$ cat src/rtl/gcd_harness_pkg.sv
// Shared types and elaboration-time helpers for the GCD key harness.
// Contents: state_e controller state, num_pages() LED paging helper,
// cnt_w() counter width helper, default counter widths.
package gcd_harness_pkg;

  typedef enum logic [1:0] {
    IDLE  = 2'd0,
    ISSUE = 2'd1,
    WAIT  = 2'd2,
    SHOW  = 2'd3
  } state_e;

  localparam int unsigned DEF_DEBOUNCE_CYC = 1_000_000;
  localparam int unsigned DEF_TIMEOUT_CYC  = 50_000_000;
  localparam int unsigned DEF_DEB_CNT_W    = 32'($clog2(DEF_DEBOUNCE_CYC));
  localparam int unsigned DEF_TMO_CNT_W    = 32'($clog2(DEF_TIMEOUT_CYC));

  // Number of LED_W-wide pages needed to show a data_w-bit result.
  function automatic int unsigned num_pages(input int unsigned data_w,
                                            input int unsigned led_w);
    return (data_w + led_w - 32'd1) / led_w;
  endfunction

  // Width of a counter that runs 0..n-1 (at least one bit).
  function automatic int unsigned cnt_w(input int unsigned n);
    return (n < 32'd2) ? 32'd1 : 32'($clog2(n));
  endfunction

endpackage

$ cat src/rtl/key_debounce.sv
// Key debouncer: 2-flop synchronizer, stability counter, press pulse.
// Ports:
//   clock    in  system clock
//   reset_n  in  async active-low reset (debounced level resets to released)
//   i_key_n  in  raw active-low key, asynchronous to clock
//   o_press  out one-cycle pulse after the debounced level goes 1->0
module key_debounce
  import gcd_harness_pkg::*;
#(
  parameter int unsigned DEBOUNCE_CYC = 1_000_000
) (
  input  logic clock,
  input  logic reset_n,
  input  logic i_key_n,
  output logic o_press
);

  localparam int unsigned        CNT_W   = cnt_w(DEBOUNCE_CYC);
  localparam logic [CNT_W-1:0]   CNT_MAX = CNT_W'(DEBOUNCE_CYC - 32'd1);

  logic             r_sync1;
  logic             r_sync2;
  logic             r_level;
  logic [CNT_W-1:0] r_cnt;
  logic             r_press;

  // Level follows the synced key only after DEBOUNCE_CYC consecutive differing samples.
  always_ff @(posedge clock or negedge reset_n) begin
    if (!reset_n) begin
      r_sync1 <= 1'b1;
      r_sync2 <= 1'b1;
      r_level <= 1'b1;
      r_cnt   <= '0;
      r_press <= 1'b0;
    end else begin
      r_sync1 <= i_key_n;
      r_sync2 <= r_sync1;
      r_press <= 1'b0;
      if (r_sync2 == r_level) begin
        r_cnt <= '0;
      end else if (r_cnt == CNT_MAX) begin
        r_level <= r_sync2;
        r_cnt   <= '0;
        r_press <= ~r_sync2;
      end else begin
        r_cnt <= r_cnt + CNT_W'(1);
      end
    end
  end

  assign o_press = r_press;

endmodule

$ cat src/rtl/gcd_key_harness.sv
// Board-side front end for a GCD engine: debounced start/page keys, one
// valid/ready request per start press, latched result paged onto LEDs.
// Optional feature macro: GCD_HARNESS_TIMEOUT_EN (WAIT-state timeout).
// Ports:
//   clock, reset_n            system clock, async active-low reset
//   key_start_n, key_page_n   raw active-low buttons
//   op_x, op_y                DATA_W operands, sampled on accepted start
//   gcd_input_*               request channel to engine (valid/ready)
//   gcd_output_valid/bits     engine result
//   led                       result slice, or all ones on error
//   busy                      request in flight (ISSUE or WAIT)
//   err                       both operands zero, or timeout; sticky until next start
module gcd_key_harness
  import gcd_harness_pkg::*;
#(
  parameter int unsigned DATA_W       = 8,
  parameter int unsigned GCD_W        = 32,
  parameter int unsigned LED_W        = 4,
  parameter int unsigned DEBOUNCE_CYC = 1_000_000,
  parameter int unsigned TIMEOUT_CYC  = 50_000_000
) (
  input  logic              clock,
  input  logic              reset_n,
  input  logic              key_start_n,
  input  logic              key_page_n,
  input  logic [DATA_W-1:0] op_x,
  input  logic [DATA_W-1:0] op_y,
  input  logic              gcd_input_ready,
  output logic              gcd_input_valid,
  output logic [GCD_W-1:0]  gcd_input_bits_x,
  output logic [GCD_W-1:0]  gcd_input_bits_y,
  input  logic              gcd_output_valid,
  input  logic [GCD_W-1:0]  gcd_output_bits,
  output logic [LED_W-1:0]  led,
  output logic              busy,
  output logic              err
);

  localparam int unsigned      NUM_PAGES = num_pages(DATA_W, LED_W);
  localparam int unsigned      PAGE_W    = cnt_w(NUM_PAGES);
  localparam int unsigned      DISP_W    = NUM_PAGES * LED_W;
  localparam logic [PAGE_W-1:0] PAGE_LAST = PAGE_W'(NUM_PAGES - 32'd1);

  if (DATA_W > GCD_W || LED_W == 0 || DEBOUNCE_CYC == 0 || TIMEOUT_CYC == 0) begin : g_bad_param
    $error("gcd_key_harness: illegal parameter combination");
  end

  logic w_start;
  logic w_page;

  key_debounce #(.DEBOUNCE_CYC(DEBOUNCE_CYC)) u_key_start (
    .clock   (clock),
    .reset_n (reset_n),
    .i_key_n (key_start_n),
    .o_press (w_start)
  );

  key_debounce #(.DEBOUNCE_CYC(DEBOUNCE_CYC)) u_key_page (
    .clock   (clock),
    .reset_n (reset_n),
    .i_key_n (key_page_n),
    .o_press (w_page)
  );

  state_e              r_state;
  logic                r_valid;
  logic [GCD_W-1:0]    r_x;
  logic [GCD_W-1:0]    r_y;
  logic [GCD_W-1:0]    r_result;
  logic [PAGE_W-1:0]   r_page;
  logic                r_err;
  logic [LED_W-1:0]    r_led;
  logic                r_busy;

  state_e              w_state_nxt;
  logic                w_valid_nxt;
  logic [GCD_W-1:0]    w_x_nxt;
  logic [GCD_W-1:0]    w_y_nxt;
  logic [GCD_W-1:0]    w_result_nxt;
  logic [PAGE_W-1:0]   w_page_nxt;
  logic                w_err_nxt;
  logic [LED_W-1:0]    w_led_nxt;
  logic                w_busy_nxt;
  logic [DISP_W-1:0]   w_disp;

`ifdef GCD_HARNESS_TIMEOUT_EN
  localparam int unsigned     TMO_W   = cnt_w(TIMEOUT_CYC);
  localparam logic [TMO_W-1:0] TMO_MAX = TMO_W'(TIMEOUT_CYC - 32'd1);
  logic [TMO_W-1:0] r_tcnt;
  logic [TMO_W-1:0] w_tcnt_nxt;
`endif

  // State and registered outputs.
  always_ff @(posedge clock or negedge reset_n) begin
    if (!reset_n) begin
      r_state  <= IDLE;
      r_valid  <= 1'b0;
      r_x      <= '0;
      r_y      <= '0;
      r_result <= '0;
      r_page   <= '0;
      r_err    <= 1'b0;
      r_led    <= '0;
      r_busy   <= 1'b0;
`ifdef GCD_HARNESS_TIMEOUT_EN
      r_tcnt   <= '0;
`endif
    end else begin
      r_state  <= w_state_nxt;
      r_valid  <= w_valid_nxt;
      r_x      <= w_x_nxt;
      r_y      <= w_y_nxt;
      r_result <= w_result_nxt;
      r_page   <= w_page_nxt;
      r_err    <= w_err_nxt;
      r_led    <= w_led_nxt;
      r_busy   <= w_busy_nxt;
`ifdef GCD_HARNESS_TIMEOUT_EN
      r_tcnt   <= w_tcnt_nxt;
`endif
    end
  end

  // Next-state, request and display logic.
  always_comb begin
    w_state_nxt  = r_state;
    w_valid_nxt  = r_valid;
    w_x_nxt      = r_x;
    w_y_nxt      = r_y;
    w_result_nxt = r_result;
    w_page_nxt   = r_page;
    w_err_nxt    = r_err;
`ifdef GCD_HARNESS_TIMEOUT_EN
    w_tcnt_nxt   = r_tcnt;
`endif

    case (r_state)
      IDLE, SHOW: begin
        // Start has priority over a coincident page press.
        if (w_start) begin
          w_x_nxt    = GCD_W'(op_x);
          w_y_nxt    = GCD_W'(op_y);
          w_err_nxt  = 1'b0;
          w_page_nxt = '0;
          if (op_x != '0 && op_y != '0) begin
            w_state_nxt = ISSUE;
            w_valid_nxt = 1'b1;
          end else if (op_x == '0 && op_y == '0) begin
            w_result_nxt = '0;
            w_err_nxt    = 1'b1;
            w_state_nxt  = SHOW;
          end else begin
            // gcd(0, n) = n; the engine never sees a zero operand.
            w_result_nxt = (op_x == '0) ? GCD_W'(op_y) : GCD_W'(op_x);
            w_state_nxt  = SHOW;
          end
        end else if (w_page && r_state == SHOW) begin
          w_page_nxt = (r_page == PAGE_LAST) ? '0 : r_page + PAGE_W'(1);
        end
      end
      ISSUE: begin
        if (r_valid && gcd_input_ready) begin
          w_valid_nxt = 1'b0;
          w_state_nxt = WAIT;
`ifdef GCD_HARNESS_TIMEOUT_EN
          w_tcnt_nxt  = '0;
`endif
        end
      end
      WAIT: begin
        if (gcd_output_valid) begin
          w_result_nxt = gcd_output_bits;
          w_page_nxt   = '0;
          w_state_nxt  = SHOW;
`ifdef GCD_HARNESS_TIMEOUT_EN
        end else if (r_tcnt == TMO_MAX) begin
          w_result_nxt = '0;
          w_err_nxt    = 1'b1;
          w_page_nxt   = '0;
          w_state_nxt  = SHOW;
        end else begin
          w_tcnt_nxt = r_tcnt + TMO_W'(1);
`endif
        end
      end
      default: begin
        w_state_nxt = IDLE;
        w_valid_nxt = 1'b0;
      end
    endcase

    // Result padded to a whole number of pages; the top page is zero-filled.
    w_disp     = DISP_W'(w_result_nxt);
    w_led_nxt  = w_err_nxt ? {LED_W{1'b1}}
                           : LED_W'(w_disp >> (32'(w_page_nxt) * LED_W));
    w_busy_nxt = (w_state_nxt == ISSUE) || (w_state_nxt == WAIT);
  end

  assign gcd_input_valid  = r_valid;
  assign gcd_input_bits_x = r_x;
  assign gcd_input_bits_y = r_y;
  assign led              = r_led;
  assign busy             = r_busy;
  assign err              = r_err;

endmodule

$ cat config.mk
export PLATFORM = sky130hd
export DESIGN_NAME = gcd_key_harness
export DESIGN_NICKNAME = d
export VERILOG_FILES = /design/src/rtl/gcd_harness_pkg.sv /design/src/rtl/key_debounce.sv /design/src/rtl/gcd_key_harness.sv
export SDC_FILE = /design/constraint.sdc
export NUM_CORES = 1
export LEC_CHECK = 0
export BUFFER_PORTS_ARGS = -buffer_cell sky130_fd_sc_hd__buf_2
export CAP_MARGIN = 20
export CORE_MARGIN = 5
export CORE_UTILIZATION = 50
export CTS_BUF_LIST = sky130_fd_sc_hd__clkbuf_4
export CTS_CLUSTER_DIAMETER = 120
export CTS_CLUSTER_SIZE = 40
export DETAILED_ROUTE_END_ITERATION = 12
export GPL_ROUTABILITY_DRIVEN = 0
export PLACE_DENSITY_LB_ADDON = 0.05
export SLEW_MARGIN = 20
export SYNTH_ARGS = -nofsm -noshare
export SYNTH_HDL_FRONTEND = slang
export SYNTH_HIERARCHICAL = 1
export SYNTH_SLANG_ARGS = --single-unit
$ cat constraint.sdc
create_clock -name clock -period 4.34 [get_ports clock]
set_input_delay 0.434 -clock clock [delete_from_list [all_inputs] [get_ports clock]]
set_output_delay 0.434 -clock clock [all_outputs]
set_load 0.01 [all_outputs]
==> impl_metrics.tcl, run 1 <==
set metrics [dict create \
    root_buffer "clkbuf_4" \
    clkSinkCount 82 \
    synth.avg_cell_area_sq_um 9.79 \
    grt_setup_unrepaired "no" \
    coreArea_sq_um 8760 \
    worstPathRequired_ps 4650 \
    finalNetCount 565 \
    fin_util 0.548 \
    cts_resized 0 \
    status "finished clean" \
    setup_ws_ps 1390 \
    finClkSkew_ps 25.0 \
    netlist_instances 460 \
    dp_slack_ps 1370 \
    path_buf_inv 1 \
    grt_max_degree 83 \
    critical_path.max_stage_delay_ps 560 \
    start_util 0.514 \
    finalHoldViolCount 0 \
    setup_viol_count_final 0 \
    finalMaxSlewViolations 0 \
    die_x_um 105 \
    firstDrtPassIters 5 \
    io_pins 125 \
    cp-start-kind "flop" \
    fin_crit_sh 0.681 \
    synth_cell_type_count 57 \
    clkLatencyLatePin_ps 420 \
    post_dp_cell_area_sq_um 4660 \
    slew_headroom 0.432 \
    via_per_inst 5.36 \
    numPortBuffers 52 \
    cts-hold-fix-buffers 0 \
    finalSetupTns_ps 0 \
    max_freq_mhz 339 \
    path_cells "inv_1 > ha_1 > nand2_1 > nand2_1 > o31ai_4 > or2_1 > o32a_1 > o211a_1" \
    synth-edff-count 0 \
    place.detailed.hpwl_um 6400 \
    cp_top_family "simple AND/OR/NAND/NOR gates" \
    cts_buffers 9 \
    power_density_nw_per_um2 359 \
    arrival_ps 3270 \
    grt_overflow 0 \
    p_leak_nw 2.06 \
    clock_path_buffers 2 \
    cp-end-kind "flop" \
    num_rows 34 \
    drt_iter0_markers 157 \
    yosysWarnings 6 \
    seq_area_frac_synth 0.457 \
    cts.clk_slew.worst_paths_ps 150 \
    die_area_sq_um 11000 \
    vdd_drop_max_uv 165 \
    r2r_cells 8 \
    antennaDiodeCount 0 \
    fill_cells 838 \
    routedWlPerCell_um 14.6 \
    regToRegStartpoint "r_state[0]$_DFF_PN0_" \
    drive_gt1_frac 0.217 \
    vias 3317 \
    hp-class "input port to async pin" \
    wl_um 9030 \
    grt_pass1_vias 3251 \
    synth_seq_cells 82 \
    min_period_ps 2950 \
    die_h_um 105 \
    crit_fanout 22 \
    final_area_sq_um 4800 \
    grt_use_total 0.164 \
    synthesis.area_sq_um 4500 \
    slowest_stage "nand2_1" \
    crit_top_cell "nand2_1" \
    drv_cap 0 \
    async_flop_share 1.00 \
    antenna_found_initial 0 \
    cts_tree "yes" \
    synth_ff_type "dfrtp_1" \
    p_total_mw 1.72 \
    cts_setup_buffers 0 \
    worst_pin_slew_ps 850 \
    h-tree-depth 3 \
    worst-setup-path-type "flop to flop" \
    ant_nets 0 \
    drt_drc_violations_left 0 \
    area_growth_pct 6.56 \
    r2r_end "led[0]$_DFF_PN0_" \
    grt_pass1_wl_um 15100 \
    r2r_slack_ps 1390 \
]
[worst max-delay path by stage]
stage	start	cells past startpoint	endpoint	slack, ps
finish	r_state[0]$_DFF_PN0_	8	led[0]$_DFF_PN0_	1390
detailed placement	r_state[0]$_DFF_PN0_	8	led[0]$_DFF_PN0_	1370
floorplan	r_state[0]$_DFF_PN0_	10	led[0]$_DFF_PN0_	2030
global placement	r_state[0]$_DFF_PN0_	8	led[1]$_DFF_PN0_	1430
CTS	r_state[0]$_DFF_PN0_	8	led[0]$_DFF_PN0_	1370
global route	r_state[0]$_DFF_PN0_	8	led[0]$_DFF_PN0_	1140
[Yosys cell counts (3+ instances only)]
| library cell | n | area, sq um |
|---|---|---|
| nor2_1 | 35 | 131 |
| xor2_1 | 12 | 105 |
| dfrtp_1 | 76 | 1900 |
| clkbuf_1 | 14 | 52.6 |
| nand3_1 | 17 | 85.1 |
| buf_4 | 48 | 360 |
| a31oi_1 | 5 | 31.3 |
| buf_2 | 3 | 15.0 |
| xnor2_1 | 12 | 105 |
| or3_1 | 8 | 50.1 |
| nor4_1 | 6 | 37.5 |
| inv_1 | 24 | 90.1 |
| o32ai_1 | 4 | 35.0 |
| nand4_1 | 6 | 37.5 |
| o31ai_1 | 7 | 52.6 |
| a21oi_1 | 25 | 125 |
| ha_1 | 5 | 62.6 |
| or4_1 | 10 | 75.1 |
| or3_2 | 6 | 45.0 |
| o21ai_0 | 23 | 115 |
| nor4b_1 | 5 | 43.8 |
| nor3_1 | 11 | 55.1 |
| mux2_2 | 14 | 158 |
| nand2_1 | 23 | 86.3 |
| dfstp_2 | 6 | 158 |
| nor2b_1 | 6 | 37.5 |
| a221o_1 | 4 | 40.0 |
| nand3b_1 | 3 | 22.5 |
[report_power, final]
group / internal, mW / leakage (nW) / switching, mW
clock: 0.179 / 0.0698 / 0.264
combinational: 0.152 / 0.967 / 0.262
sequential: 0.821 / 1.03 / 0.0453
total: 1.15 / 2.06 / 0.571
[metrics by stage]
step                      hold slack (ps)  cells
after global routing                 61.0    619
final                                18.7    619
after global placement                347    603
after CTS                            70.3    619
after detailed placement              347    603
after floorplan                       138    507
[cells by family (layout without fill, tap and decap cells)]
kind of cell / Yosys count / count (layout) / synth area share
compound gates: 86 / 86 / 0.127
xor+xnor: 25 / 25 / 0.0528
fa+ha+maj: 5 / 5 / 0.0139
buf+inv: 90 / 94 / 0.116
flops: 82 / 82 / 0.457
mux: 14 / 14 / 0.0350
other cells: 1 / 48 / 0.000833
simple gates: 157 / 157 / 0.197
[cell usage in the layout (no fill, tap or decap), types with 14 or more instances in the layout]
cell type and count:
a21oi_1 25, buf_2 51, conb_1 48, dfrtp_1 76, inv_1 24, mux2_2 14
nand2_1 23, nand3_1 17, nor2_1 35, o21ai_0 21
[layer usage]
layer | global-route usage | vias up | routed length, um | share of wire
met2 | 0.276 | 85 | 4330 | 0.48
met3 | 0.0339 | 13 | 487 | 0.054
met5 | 0 | - | 0 | 0
li1 | - | 1620 | - | -
met1 | 0.210 | 1599 | 4060 | 0.45
met4 | 0.0603 | 0 | 153 | 0.017
[registers in the layout, summed over array words and instances (netlist names), 2 cells and up]
| name | cells |
|---|---|
| u_key_page/r_cnt | 20 |
| gcd_input_bits_y | 8 |
| r_result | 8 |
| u_key_start/r_cnt | 20 |
| led | 4 |
| gcd_input_bits_x | 8 |
| r_state | 2 |
[final cells by class]
cell class | count | area, sq um | share of cell area
flip-flops and latches | 82 | 2060 | 0.429
multi-input cells | 335 | 2100 | 0.437
clock buffers | 10 | 75.1 | 0.0156
clock inverters | 6 | 58.8 | 0.0123
well taps | 108 | 135 | 0.0282
inverters | 24 | 90.1 | 0.0188
repair buffers | 54 | 282 | 0.0587
(Power assumes the default switching activity.)
==> inputs of run 2 (changes only) <==
- clock period: 4.34 -> 2.92 ns (I/O delays scaled with it)
==> run 2 against run 1 <==
  * Cell count up 0.97%
  * Clock skew decreased by 3.9 ps
  * Combinational power increased by 48%
  * Largest power group unchanged
  * Highest routed layer unchanged
==> impl_metrics.tcl, run 2 (same netlist as run 1, synthesis figures left out) <==
set metrics [dict create \
    r2r_cells 9 \
    largestRegisters "u_key_page/r_cnt (20), u_key_start/r_cnt (20)" \
    start_util 0.514 \
    finalSetupTns_ps 0 \
    cp-start-kind "flop" \
    clkLatencyLatePin_ps 420 \
    post_dp_cell_area_sq_um 4680 \
    power_density_nw_per_um2 543 \
    fin_crit_sh 0.816 \
    arrival_ps 2690 \
    fin_util 0.557 \
    p_leak_nw 2.10 \
    finalHoldViolCount 0 \
    grt_pass1_wl_um 15200 \
    clkSinkCount 82 \
    cts.clk_slew.worst_paths_ps 150 \
    ant_nets 0 \
    root_buffer "clkbuf_4" \
    mostFrequentLayoutCells "76 x dfrtp_1, 51 x buf_2, 48 x conb_1, 35 x nor2_1, 25 x a21oi_1" \
    p_total_mw 2.65 \
    hp-class "input port to flop" \
    cts_setup_buffers 0 \
    worst-setup-path-type "flop to flop" \
    dp_slack_ps 574 \
    numPortBuffers 52 \
    cts_buffers 9 \
    grt_overflow 0 \
    drv_cap 0 \
    min_period_ps 2380 \
    crit_fanout 8 \
    vdd_drop_max_uv 283 \
    setup_viol_count_final 0 \
    finClkSkew_ps 21.1 \
    timing.hold.ws_ps 120 \
    status "finished clean" \
    final_area_sq_um 4880 \
    clock_path_buffers 2 \
    fill_cells 805 \
    die_area_sq_um 11000 \
    grt_max_degree 83 \
    grt_pass1_vias 3171 \
    holdCritStartpoint "op_y[1]" \
    area_growth_pct 8.33 \
    slowest_stage "dfrtp_1" \
    antenna_found_initial 0 \
    worstPathRequired_ps 3220 \
    routedWlPerCell_um 14.2 \
    slew_headroom 0.511 \
    min_path_cells 2 \
    final_common_cell "dfrtp_1" \
    drive_gt1_frac 0.221 \
    place.detailed.hpwl_um 6480 \
    h-tree-depth 3 \
    worst_pin_slew_ps 733 \
    regToRegStartpoint "r_state[0]$_DFF_PN0_" \
    cp-end-kind "flop" \
    finalMaxSlewViolations 0 \
    antennaDiodeCount 0 \
    drt_iter0_markers 109 \
    whs_endpoint "gcd_input_bits_y[1]$_DFFE_PN0P_" \
    r2r_end "led[0]$_DFF_PN0_" \
    coreArea_sq_um 8760 \
    num_rows 34 \
    path_cells "inv_1 > ha_1 > nor2b_1 > o21ai_0 > o31ai_1 > buf_4 > or2_1 > o32a_1 > o211a_1" \
    wl_um 8870 \
    io_pins 125 \
    r2r_slack_ps 540 \
    die_x_um 105 \
    setup_ws_ps 538 \
    max_freq_mhz 420 \
    critical_path.max_stage_delay_ps 450 \
    finalNetCount 571 \
    grt_use_total 0.165 \
    cts_resized 0 \
    numPlacedInstances 606 \
    via_per_inst 5.23 \
    drt_drc_violations_left 0 \
    cts_tree "yes" \
    die_h_um 105 \
    grt_setup_unrepaired "no" \
    vias 3268 \
    final_cells 625 \
    firstDrtPassIters 4 \
]
==> run 2: cell types whose count changed in the layout (fill, tap and decap cells not counted) <==
cell,delta
buf_4,+3
clkbuf_4,+1
clkinv_2,-2
dlygate4sd3_1,+3
bufinv_16,+1
==> run 2: worst max-delay path: cells and delay by family (launching register included) <==
kind | cells | cell delay, ps
AND/OR/NAND/NOR | 2 | 460
flip-flops | 1 | 450
AO/OA/AOI/OAI | 4 | 830
buffers and inverters | 2 | 220
adder cells (fa/ha/maj) | 1 | 300
==> run 2: repair_timing <==
item	in CTS	in global routing
setup endpoints to repair	0	0
hold endpoints to repair	2	76
hold buffers	2	1
==> run 2: how the worst max path moves through the flow <==
stage / from / endpoint / slack, ps / cells after the start
after floorplan: r_state[0]$_DFF_PN0_ / led[0]$_DFF_PN0_ / 610 / 10
after global placement: op_x[0] / led[0]$_DFF_PN0_ / 600 / 7
after detailed placement: r_state[0]$_DFF_PN0_ / led[0]$_DFF_PN0_ / 570 / 9
after CTS: r_state[0]$_DFF_PN0_ / led[0]$_DFF_PN0_ / 570 / 9
after global routing: r_state[0]$_DFF_PN0_ / led[0]$_DFF_PN0_ / 430 / 8
final: r_state[0]$_DFF_PN0_ / led[0]$_DFF_PN0_ / 540 / 9
==> run 2: area by class of cell <==
cell class,instances,area [sq um],share of cell area
clock buffers,11,82.6,0.0169
well taps,108,135,0.0277
inverters,24,90.1,0.0185
multi-input cells,335,2100,0.430
repair buffers,60,334,0.0685
clock inverters,5,78.8,0.0162
flip-flops and latches,82,2060,0.422
==> run 2: metal layers <==
metal	vias up	track usage	wire (um)
met5	-	0	0
met4	0	0.0594	121
met3	10	0.0314	441
met2	74	0.268	4250
met1	1555	0.220	4050
li1	1629	-	-
==> run 2: report_power, final <==
group          switching [mW]  internal [mW]
Sequential             0.0668           1.22
Clock                   0.386          0.364
Combinational           0.385          0.229
Total                   0.838           1.81
